## src/rtl/proc_run_monitor.sv

```systemverilog
// Run controller for the processor core: holds it in reset, releases it for a bounded
// number of cycles while capturing its data output into a trace FIFO, then halts it.
module proc_run_monitor #(
  parameter int DATA_W       = 16,
  parameter int RESET_CYCLES = 1,
  parameter int MAX_CYCLES   = 10,
  parameter int DEPTH        = 16,
  parameter int CAPTURE_MODE = 0
) (
  input  logic                       i_clk,
  input  logic                       i_reset,
  input  logic                       i_start,
  input  logic [DATA_W-1:0]          i_data_in,
  output logic                       o_core_reset,
  output logic                       o_running,
  output logic                       o_done,
  input  logic                       i_rd_en,
  output logic [DATA_W-1:0]          o_rd_data,
  output logic                       o_rd_valid,
  output logic [$clog2(DEPTH+1)-1:0] o_count,
  output logic                       o_overflow
);

  localparam int CW   = $clog2(DEPTH + 1);
  localparam int PW   = $clog2(DEPTH);
  localparam int TMAX = (RESET_CYCLES > MAX_CYCLES) ? RESET_CYCLES : MAX_CYCLES;
  localparam int TW   = $clog2(TMAX + 1);

  localparam logic [TW-1:0] HOLD_LOAD = TW'(RESET_CYCLES - 1);
  localparam logic [TW-1:0] RUN_LOAD  = TW'(MAX_CYCLES - 1);
  localparam logic [CW-1:0] FULL_CNT  = CW'(DEPTH);

  // IDLE: core in reset, waiting | HOLD: core in reset after start | RUN: core released, sampling | DONE: halted
  typedef enum logic [1:0] {S_IDLE, S_HOLD, S_RUN, S_DONE} state_t;

  state_t              r_state;
  state_t              w_state_nxt;
  logic [TW-1:0]       r_timer;
  logic [TW-1:0]       w_timer_nxt;
  logic                w_clear;

  logic                r_core_reset;
  logic                r_running;
  logic                r_done;
  logic [DATA_W-1:0]   r_rd_data;
  logic                r_rd_valid;
  logic                r_overflow;
  logic [CW-1:0]       r_count;
  logic [PW-1:0]       r_wptr;
  logic [PW-1:0]       r_rptr;
  logic [DATA_W-1:0]   r_last;
  logic                r_last_vld;
  logic [DATA_W-1:0]   r_mem [DEPTH];

  logic                w_sample;
  logic                w_wr;
  logic                w_full;
  logic                w_pop;
  logic                w_push;
  logic                w_drop;

  always_comb begin
    w_state_nxt = r_state;
    w_timer_nxt = r_timer;
    w_clear     = 1'b0;
    case (r_state)
      S_IDLE, S_DONE: begin
        if (i_start) begin
          w_state_nxt = S_HOLD;
          w_timer_nxt = HOLD_LOAD;
          w_clear     = 1'b1;
        end
      end
      S_HOLD: begin
        if (r_timer == '0) begin
          w_state_nxt = S_RUN;
          w_timer_nxt = RUN_LOAD;
        end else begin
          w_timer_nxt = r_timer - TW'(1);
        end
      end
      S_RUN: begin
        if (r_timer == '0) begin
          w_state_nxt = S_DONE;
        end else begin
          w_timer_nxt = r_timer - TW'(1);
        end
      end
      default: w_state_nxt = S_IDLE;
    endcase
  end

  assign w_sample = (r_state == S_RUN);
  assign w_wr     = w_sample && ((CAPTURE_MODE == 0) || !r_last_vld || (i_data_in != r_last));
  assign w_full   = (r_count == FULL_CNT);
  assign w_pop    = i_rd_en && (r_count != '0) && !w_clear;
  // A pop on the same edge frees a slot, so a write into a full FIFO still lands.
  assign w_push   = w_wr && (!w_full || w_pop);
  assign w_drop   = w_wr && w_full && !w_pop;

  always_ff @(posedge i_clk) begin
    if (i_reset) begin
      r_state      <= S_IDLE;
      r_timer      <= '0;
      r_core_reset <= 1'b1;
      r_running    <= 1'b0;
      r_done       <= 1'b0;
      r_rd_data    <= '0;
      r_rd_valid   <= 1'b0;
      r_overflow   <= 1'b0;
      r_count      <= '0;
      r_wptr       <= '0;
      r_rptr       <= '0;
      r_last       <= '0;
      r_last_vld   <= 1'b0;
    end else begin
      r_state      <= w_state_nxt;
      r_timer      <= w_timer_nxt;
      r_core_reset <= (w_state_nxt != S_RUN);
      r_running    <= (w_state_nxt == S_RUN);
      r_done       <= (w_state_nxt == S_DONE);
      r_rd_valid   <= w_pop;
      if (w_pop) begin
        r_rd_data <= r_mem[r_rptr];
      end
      if (w_clear) begin
        r_wptr     <= '0;
        r_rptr     <= '0;
        r_count    <= '0;
        r_overflow <= 1'b0;
        r_last_vld <= 1'b0;
      end else begin
        if (w_push) begin
          r_wptr <= r_wptr + PW'(1);
        end
        if (w_pop) begin
          r_rptr <= r_rptr + PW'(1);
        end
        if (w_push && !w_pop) begin
          r_count <= r_count + CW'(1);
        end else if (!w_push && w_pop) begin
          r_count <= r_count - CW'(1);
        end
        if (w_drop) begin
          r_overflow <= 1'b1;
        end
        if (w_sample) begin
          r_last     <= i_data_in;
          r_last_vld <= 1'b1;
        end
      end
    end
  end

  always_ff @(posedge i_clk) begin
    if (w_push && !i_reset) begin
      r_mem[r_wptr] <= i_data_in;
    end
  end

  assign o_core_reset = r_core_reset;
  assign o_running    = r_running;
  assign o_done       = r_done;
  assign o_rd_data    = r_rd_data;
  assign o_rd_valid   = r_rd_valid;
  assign o_count      = r_count;
  assign o_overflow   = r_overflow;

endmodule
```

## config.mk

```make
export PLATFORM = sky130hd
export DESIGN_NAME = proc_run_monitor
export DESIGN_NICKNAME = d
export VERILOG_FILES = /design/src/rtl/proc_run_monitor.sv
export SDC_FILE = /design/constraint.sdc
export NUM_CORES = 1
export LEC_CHECK = 0
export CORE_MARGIN = 3
export CORE_UTILIZATION = 54
export CTS_CLUSTER_SIZE = 30
export DETAILED_ROUTE_END_ITERATION = 10
export GPL_ROUTABILITY_DRIVEN = 0
export HOLD_SLACK_MARGIN = 0.03
export PLACE_DENSITY = 0.75
export RECOVER_POWER = 100
export SLEW_MARGIN = 20
export SYNTH_ARGS = -nofsm -noshare
export SYNTH_HDL_FRONTEND = slang
export SYNTH_SLANG_ARGS = --single-unit
```

## constraint.sdc

```tcl
create_clock -name i_clk -period 3.3 [get_ports i_clk]
set_input_delay 0.99 -clock i_clk [delete_from_list [all_inputs] [get_ports i_clk]]
set_output_delay 0.99 -clock i_clk [all_outputs]
set_load 0.02 [all_outputs]
```

==> results.ini, run 1 <==
[sta]
fmax_ghz=0.3160
relSlewSlack=0.4149
setup_tns_ns=0
rsz0062_at_grt=no
worst_pin_slew_ns=0.8758
fin_crit_sh=0.9590
setup_viol=0
hold_viol_final=0
layout_setup_ws_ns=0.1354
fin_skew_ns=0.01194
slew_viol_final=0
min_period_ns=3.165

[grt]
overflow=0
grt_pass1_wl_mm=37.50
grt_max_degree=36
antenna_found_initial=1
grt_pass1_vias=6339
grt_use_total=0.2084

[clock_tree]
max-clock-path-buffers=3
root_buffer=clkbuf_16
cts_sinks=296
cts_hold_buffers=0
cts-buffers-inserted=28
clk_pin_slew_ns=0.06
htree_levels=1
worstSkewPairLatency_ns=0.53
ctsResizeCount=0
post-cts-setup-buffers=0
cts_tree=yes

[synth]
synth.avg_cell_area_um2=17.09
netlist-cell-type-count=48
seq_area_frac_synth=0.7294
syn-num-nets=717
synth-simple-area-share=0.04612
synth_flop_cell=edfxtp_1
synth_compound_area_frac=0.05731
yosysTopAreaCell=edfxtp_1
post-synth-top-count-cell=edfxtp_1
synth_edf_count=256
ys_ff_latch=296
synth-xor-area-share=0.006773
synthAdderAreaFrac=0.01785
yosysTopAreaCellShare=0.6606
synth_mux_area_frac=0.1187
synth_common_cells=edfxtp_1, nor2_1, mux2i_1
ys_warn_count=0
synth_area_leaders=edfxtp_1, dfxtp_1, mux4_2, mux2i_1, nor2_1
post_synth_instance_area_mm2=0.01164
syn_inst=681
synth_top_family_by_area=multiplexers
synth-async-reset-ratio=0

[critical_path]
crit_fanout=4
critPathLaunch=i_rd_en
worst_r2r_endpoint=o_count[4]$_SDFFE_PP0P_
rrSetupSlack_ns=0.18
crit_type=in -> reg
crit_arrival_ns=3.64
required_ns=3.78
critPathLaunchType=input pin
worstRegToRegCells=13
end_kind=flip-flop
reg2reg_from=r_state[0]$_SDFF_PP0_

[outcome]
status=finished, final reports clean

[place]
post-place-cells=1015
dp_slack_ns=-0.3854
port_buffers=45
hpwl_mm=15.30
post_dp_cell_area_mm2=0.01261

[finish]
fill_cells=1483
layout-drive-gt1-share=0.1389
final_area_mm2=0.01351
synthToLayoutAreaGrowth_pct=16.07
diodes=0
seq_area_mm2=0.008493
stdcell_count=1067
multi_input_area_mm2=0.002874
fin_nets=806

[power]
sw_frac_of_total=0.2338
p_switching_mw=2.127
power.density_mw_per_mm2=673.4
ir_worst_vdd_uv=596.1
pwr-share-clk=0.380
comb_power_share=0.148
p_seq_frac=0.472
p_int_mw=6.970
power.total_mw=9.097
cellLeakagePower_nw=4.304

[routing]
avgRoutedWirePerCell_um=23.00
via_per_inst=5.918
routed_wl_mm=24.55
vias=6315
drt_iter0_markers=635
drc=0
first_pass_iters=5
ant_nets=0

[worst_hold_path]
holdPathStages=2
hold_end=o_overflow$_SDFFE_PP0P_
min_path_type=reg -> reg
hold_start=o_overflow$_SDFFE_PP0P_

[die]
die_width_um=152.8
die-area_mm2=0.02335
die_h_um=152.8
ios=46
rows=53
core_area_mm2=0.02109
initial_core_util=0.5519

[flow_run]
drv_cap=0

[power by group through the flow]
| stage | Clock [mW] | Combinational [mW] | Sequential (mW) |
|---|---|---|---|
| CTS | 3.52 | 1.40 | 4.29 |
| global placement | 0 | 1.32 | 4.36 |
| detailed placement | 0 | 1.39 | 4.37 |
| global route | 3.66 | 1.48 | 4.30 |
| finish | 3.46 | 1.35 | 4.29 |
| floorplan | 0 | 0.957 | 4.37 |
[sequential cells by signal (all words and copies together), names as in the netlist]
name and flops:
o_count 5, r_wptr 4, r_state 2, o_done 1
r_rptr 4, o_overflow 1, o_core_reset 1, o_running 1
o_rd_data 16, o_rd_valid 1, r_timer 4, r_mem 256
[cells in the final DEF (no fill, tap or decap), drive strengths merged, types with 3 or more instances in the layout]
cell	count
edfxtp	256
nor2	75
clkbuf	75
mux2i	66
dlygate4sd3	43
dfxtp	40
mux4	32
o22ai	31
nand2	15
a22oi	15
ha	15
buf	15
inv	14
a311oi	14
a21oi	12
xor2	7
clkinv	7
bufinv	6
nor3	4
a211oi	4
nor2b	4
nand3b	3
nand2b	3
o21ai	3
nor4	3
[kinds of logic (layout without fill, tap and decap cells)]
family	count (synthesis)	count (layout)
DFF	296	296
and+or+nand+nor	118	118
muxes	98	98
AOI/OAI and AO/OA	93	93
buffers and inverters	51	162
adders and majority gates	16	16
xor gates and xnor gates	9	9
[cell type report]
class	instances	share of cell area
clock buffers	39	0.06021
repair buffers	96	0.05345
multi-input cells	334	0.2128
well taps	275	0.02547
flip-flops and latches	296	0.6287
clock inverters	13	0.01547
inverters	14	0.003890
[worst max-delay path by stage]
stage	to	slack [ns]	cells past startpoint
2_1_floorplan	o_count[4]$_SDFFE_PP0P_	0.007	12
3_3_place_gp	o_count[4]$_SDFFE_PP0P_	-0.27	11
3_5_place_dp	o_count[4]$_SDFFE_PP0P_	-0.39	11
4_1_cts	o_count[4]$_SDFFE_PP0P_	0.16	11
5_1_grt	o_count[4]$_SDFFE_PP0P_	0.007	12
6_report	o_count[4]$_SDFFE_PP0P_	0.14	12
[through the flow]
stage,hold slack (ns),utilization
floorplan,0.5029,-
global placement,0.4734,0.5982
detailed placement,0.4821,0.5982
CTS,0.5024,0.6467
global route,0.5259,0.6406
finish,0.4988,0.6406
[per-layer routing]
metal / wire length (um) / track usage / share of wire / up-vias
li1: - / - / - / 2857
met1: 9669 / 0.2792 / 0.39 / 3187
met2: 12750 / 0.3625 / 0.52 / 233
met3: 1693 / 0.03692 / 0.069 / 36
met4: 422 / 0.04497 / 0.017 / 2
met5: 13 / 0 / 0.00053 / -
[critical path, stage by stage]
cell and delay, ns:
clkdlybuf4s50_1 0.47, a21bo_2 0.27, a21oi_4 0.13, inv_1 0.07, ha_1 0.20, inv_1 0.08, clkbuf_1 0.20, ha_1 0.30
o21a_1 0.13, or4_1 0.43, a211oi_1 0.26, a31o_1 0.12
Power figures use the tool's default switching activity.
==> run 2: changes to the inputs <==
PLACE_DENSITY = default   (was 0.75)
PLACE_DENSITY_LB_ADDON = 0.3   (was default)
==> results.ini, run 2 (synthesis results as in run 1) <==
[sta]
fin_skew_ns=0.01373  ; +0.001793 ns
setup_viol=0  ; unchanged
setup_tns_ns=0  ; unchanged
relSlewSlack=0.3740  ; -0.04085
worst_pin_slew_ns=0.9380  ; +0.06215 ns
slew_viol_final=0  ; unchanged
min_period_ns=3.175  ; +0.01057 ns
fin_crit_sh=0.9622  ; +0.003202
fmax_ghz=0.3149  ; -0.33%
hold_viol_final=0  ; unchanged

[finish]
largest_reg_flops=256  ; unchanged
layout_commonest_cell=edfxtp_1
final_cell_mix=edfxtp_1, nor2_1, mux2i_1
utilization=0.6409  ; about the same
layout-drive-gt1-share=0.1553  ; +0.01641
diodes=0  ; unchanged
regMostFlops=r_mem
fin_nets=805  ; -0.12%
synthToLayoutAreaGrowth_pct=16.14  ; about the same

[routing]
first_pass_iters=5  ; unchanged
drc=0  ; unchanged
via_per_inst=5.950  ; +0.54%
avgRoutedWirePerCell_um=22.96  ; -0.18%
vias=6349  ; +0.54%
routed_wl_mm=24.50  ; -0.18%
drt_iter0_markers=552  ; -13%
ant_nets=0  ; unchanged

[grt]
grt_pass1_wl_mm=38.15  ; +1.7%
antenna_found_initial=0  ; -1
grt_use_total=0.2113  ; +0.002894
grt_pass1_vias=6526  ; +2.9%
grt_max_degree=35  ; -2.8%
overflow=0  ; unchanged

[die]
ios=46  ; unchanged
die_h_um=152.8  ; unchanged
core_area_mm2=0.02109  ; unchanged
die-area_mm2=0.02335  ; unchanged
initial_core_util=0.5519  ; unchanged
rows=53  ; unchanged
die_width_um=152.8  ; unchanged

[critical_path]
crit_fanout=3  ; -1
critPathLaunchType=input pin
crit_type=in -> reg
end_kind=flip-flop
required_ns=3.79  ; about the same
crit_arrival_ns=3.67  ; +0.03 ns

[clock_tree]
cts_tree=yes
max-clock-path-buffers=3  ; unchanged
cts-buffers-inserted=29  ; +3.6%
cts_sinks=296  ; unchanged
worstSkewPairLatency_ns=0.56  ; +0.03 ns
htree_levels=1  ; unchanged
root_buffer=clkbuf_16
clk_pin_slew_ns=0.06  ; about the same

[place]
port_buffers=45  ; unchanged
hpwl_mm=15.32  ; +0.18%

[worst_hold_path]
min_path_type=reg -> reg

[power]
power.total_mw=9.102  ; about the same
cellLeakagePower_nw=4.274  ; -0.68%
power.density_mw_per_mm2=673.5  ; about the same
ir_worst_vdd_uv=473.8  ; -21%

[outcome]
status=finished, final reports clean

[flow_run]
drv_cap=0  ; unchanged

-- run 2: changes by cell type in the layout (fill, tap and decap cells not counted), moves of 2 or more --
cell / before / now
clkinvlp_4: 0 / 9
clkbuf_1: 26 / 20
clkbuf_8: 5 / 0
clkinv_4: 0 / 5
clkinv_1: 5 / 1
clkbuf_4: 2 / 0
clkinv_2: 2 / 4
-- run 2: layout make-up --
class / count / area, um2
clock buffer: 29 / 725.7
clock inverter: 25 / 305.3
fill: 1487 / 7572
inverter: 14 / 52.55
multi-input combinational: 334 / 2884
sequential: 296 / 8493
tap: 275 / 344.1
timing repair buffer: 94 / 710.7
-- run 2: path summary, 6_finish.rpt --
kind	slack (ns)	start	cells after the start	endpoint
worst max-delay path	0.12	i_rd_en	11	o_count[4]$_SDFFE_PP0P_
worst min-delay path	0.48	o_overflow$_SDFFE_PP0P_	2	o_overflow$_SDFFE_PP0P_
worst max register to register	0.25	r_state[0]$_SDFF_PP0_	12	o_count[4]$_SDFFE_PP0P_
worst min register to register	0.48	o_overflow$_SDFFE_PP0P_	2	o_overflow$_SDFFE_PP0P_
-- run 2: repair_timing --
item                                    CTS  global route
resized for setup                         0             2
setup buffers                             0             0
endpoints found under the setup margin    0             1
hold buffers                              0             0
-- run 2: where the power goes --
| part | switching, mW | internal, mW | total (mW) | leakage, nW |
|---|---|---|---|---|
| clock network | 1.42 | 2.03 | 3.45 | 0.477 |
| logic | 0.742 | 0.615 | 1.36 | 1.17 |
| registers | 0.121 | 4.17 | 4.30 | 2.63 |
-- run 2: metal layers --
| metal | wire [um] | vias to the layer above | track usage |
|---|---|---|---|
| met4 | 430 | 0 | 0.04667 |
| met1 | 9872 | 3224 | 0.2861 |
| met5 | 0 | - | 0 |
| met3 | 1629 | 38 | 0.03380 |
| li1 | - | 2861 | - |
| met2 | 12570 | 226 | 0.3665 |
-- run 2: critical path, cell delays in order --
cell,delay [ns]
clkdlybuf4s50_1,0.47
a21bo_2,0.28
a31oi_4,0.19
ha_1,0.20
inv_1,0.07
ha_1,0.29
nor2b_1,0.14
o21a_1,0.18
or4_1,0.46
a211oi_2,0.27
a31o_1,0.12
-- run 2: stage by stage --
step / cells / hold WS (ns) / cell area (um2) / setup WS (ns)
3_5_place_dp: 1013 / 0.4770 / 12670 / -0.3680
3_3_place_gp: 1013 / 0.4634 / 12670 / -0.2650
4_1_cts: 1067 / 0.4937 / 13700 / 0.1878
6_report: 1067 / 0.4823 / 13520 / 0.1248
2_1_floorplan: 681 / 0.5029 / 11650 / 0.007374
5_1_grt: 1067 / 0.5269 / 13520 / -0.02887
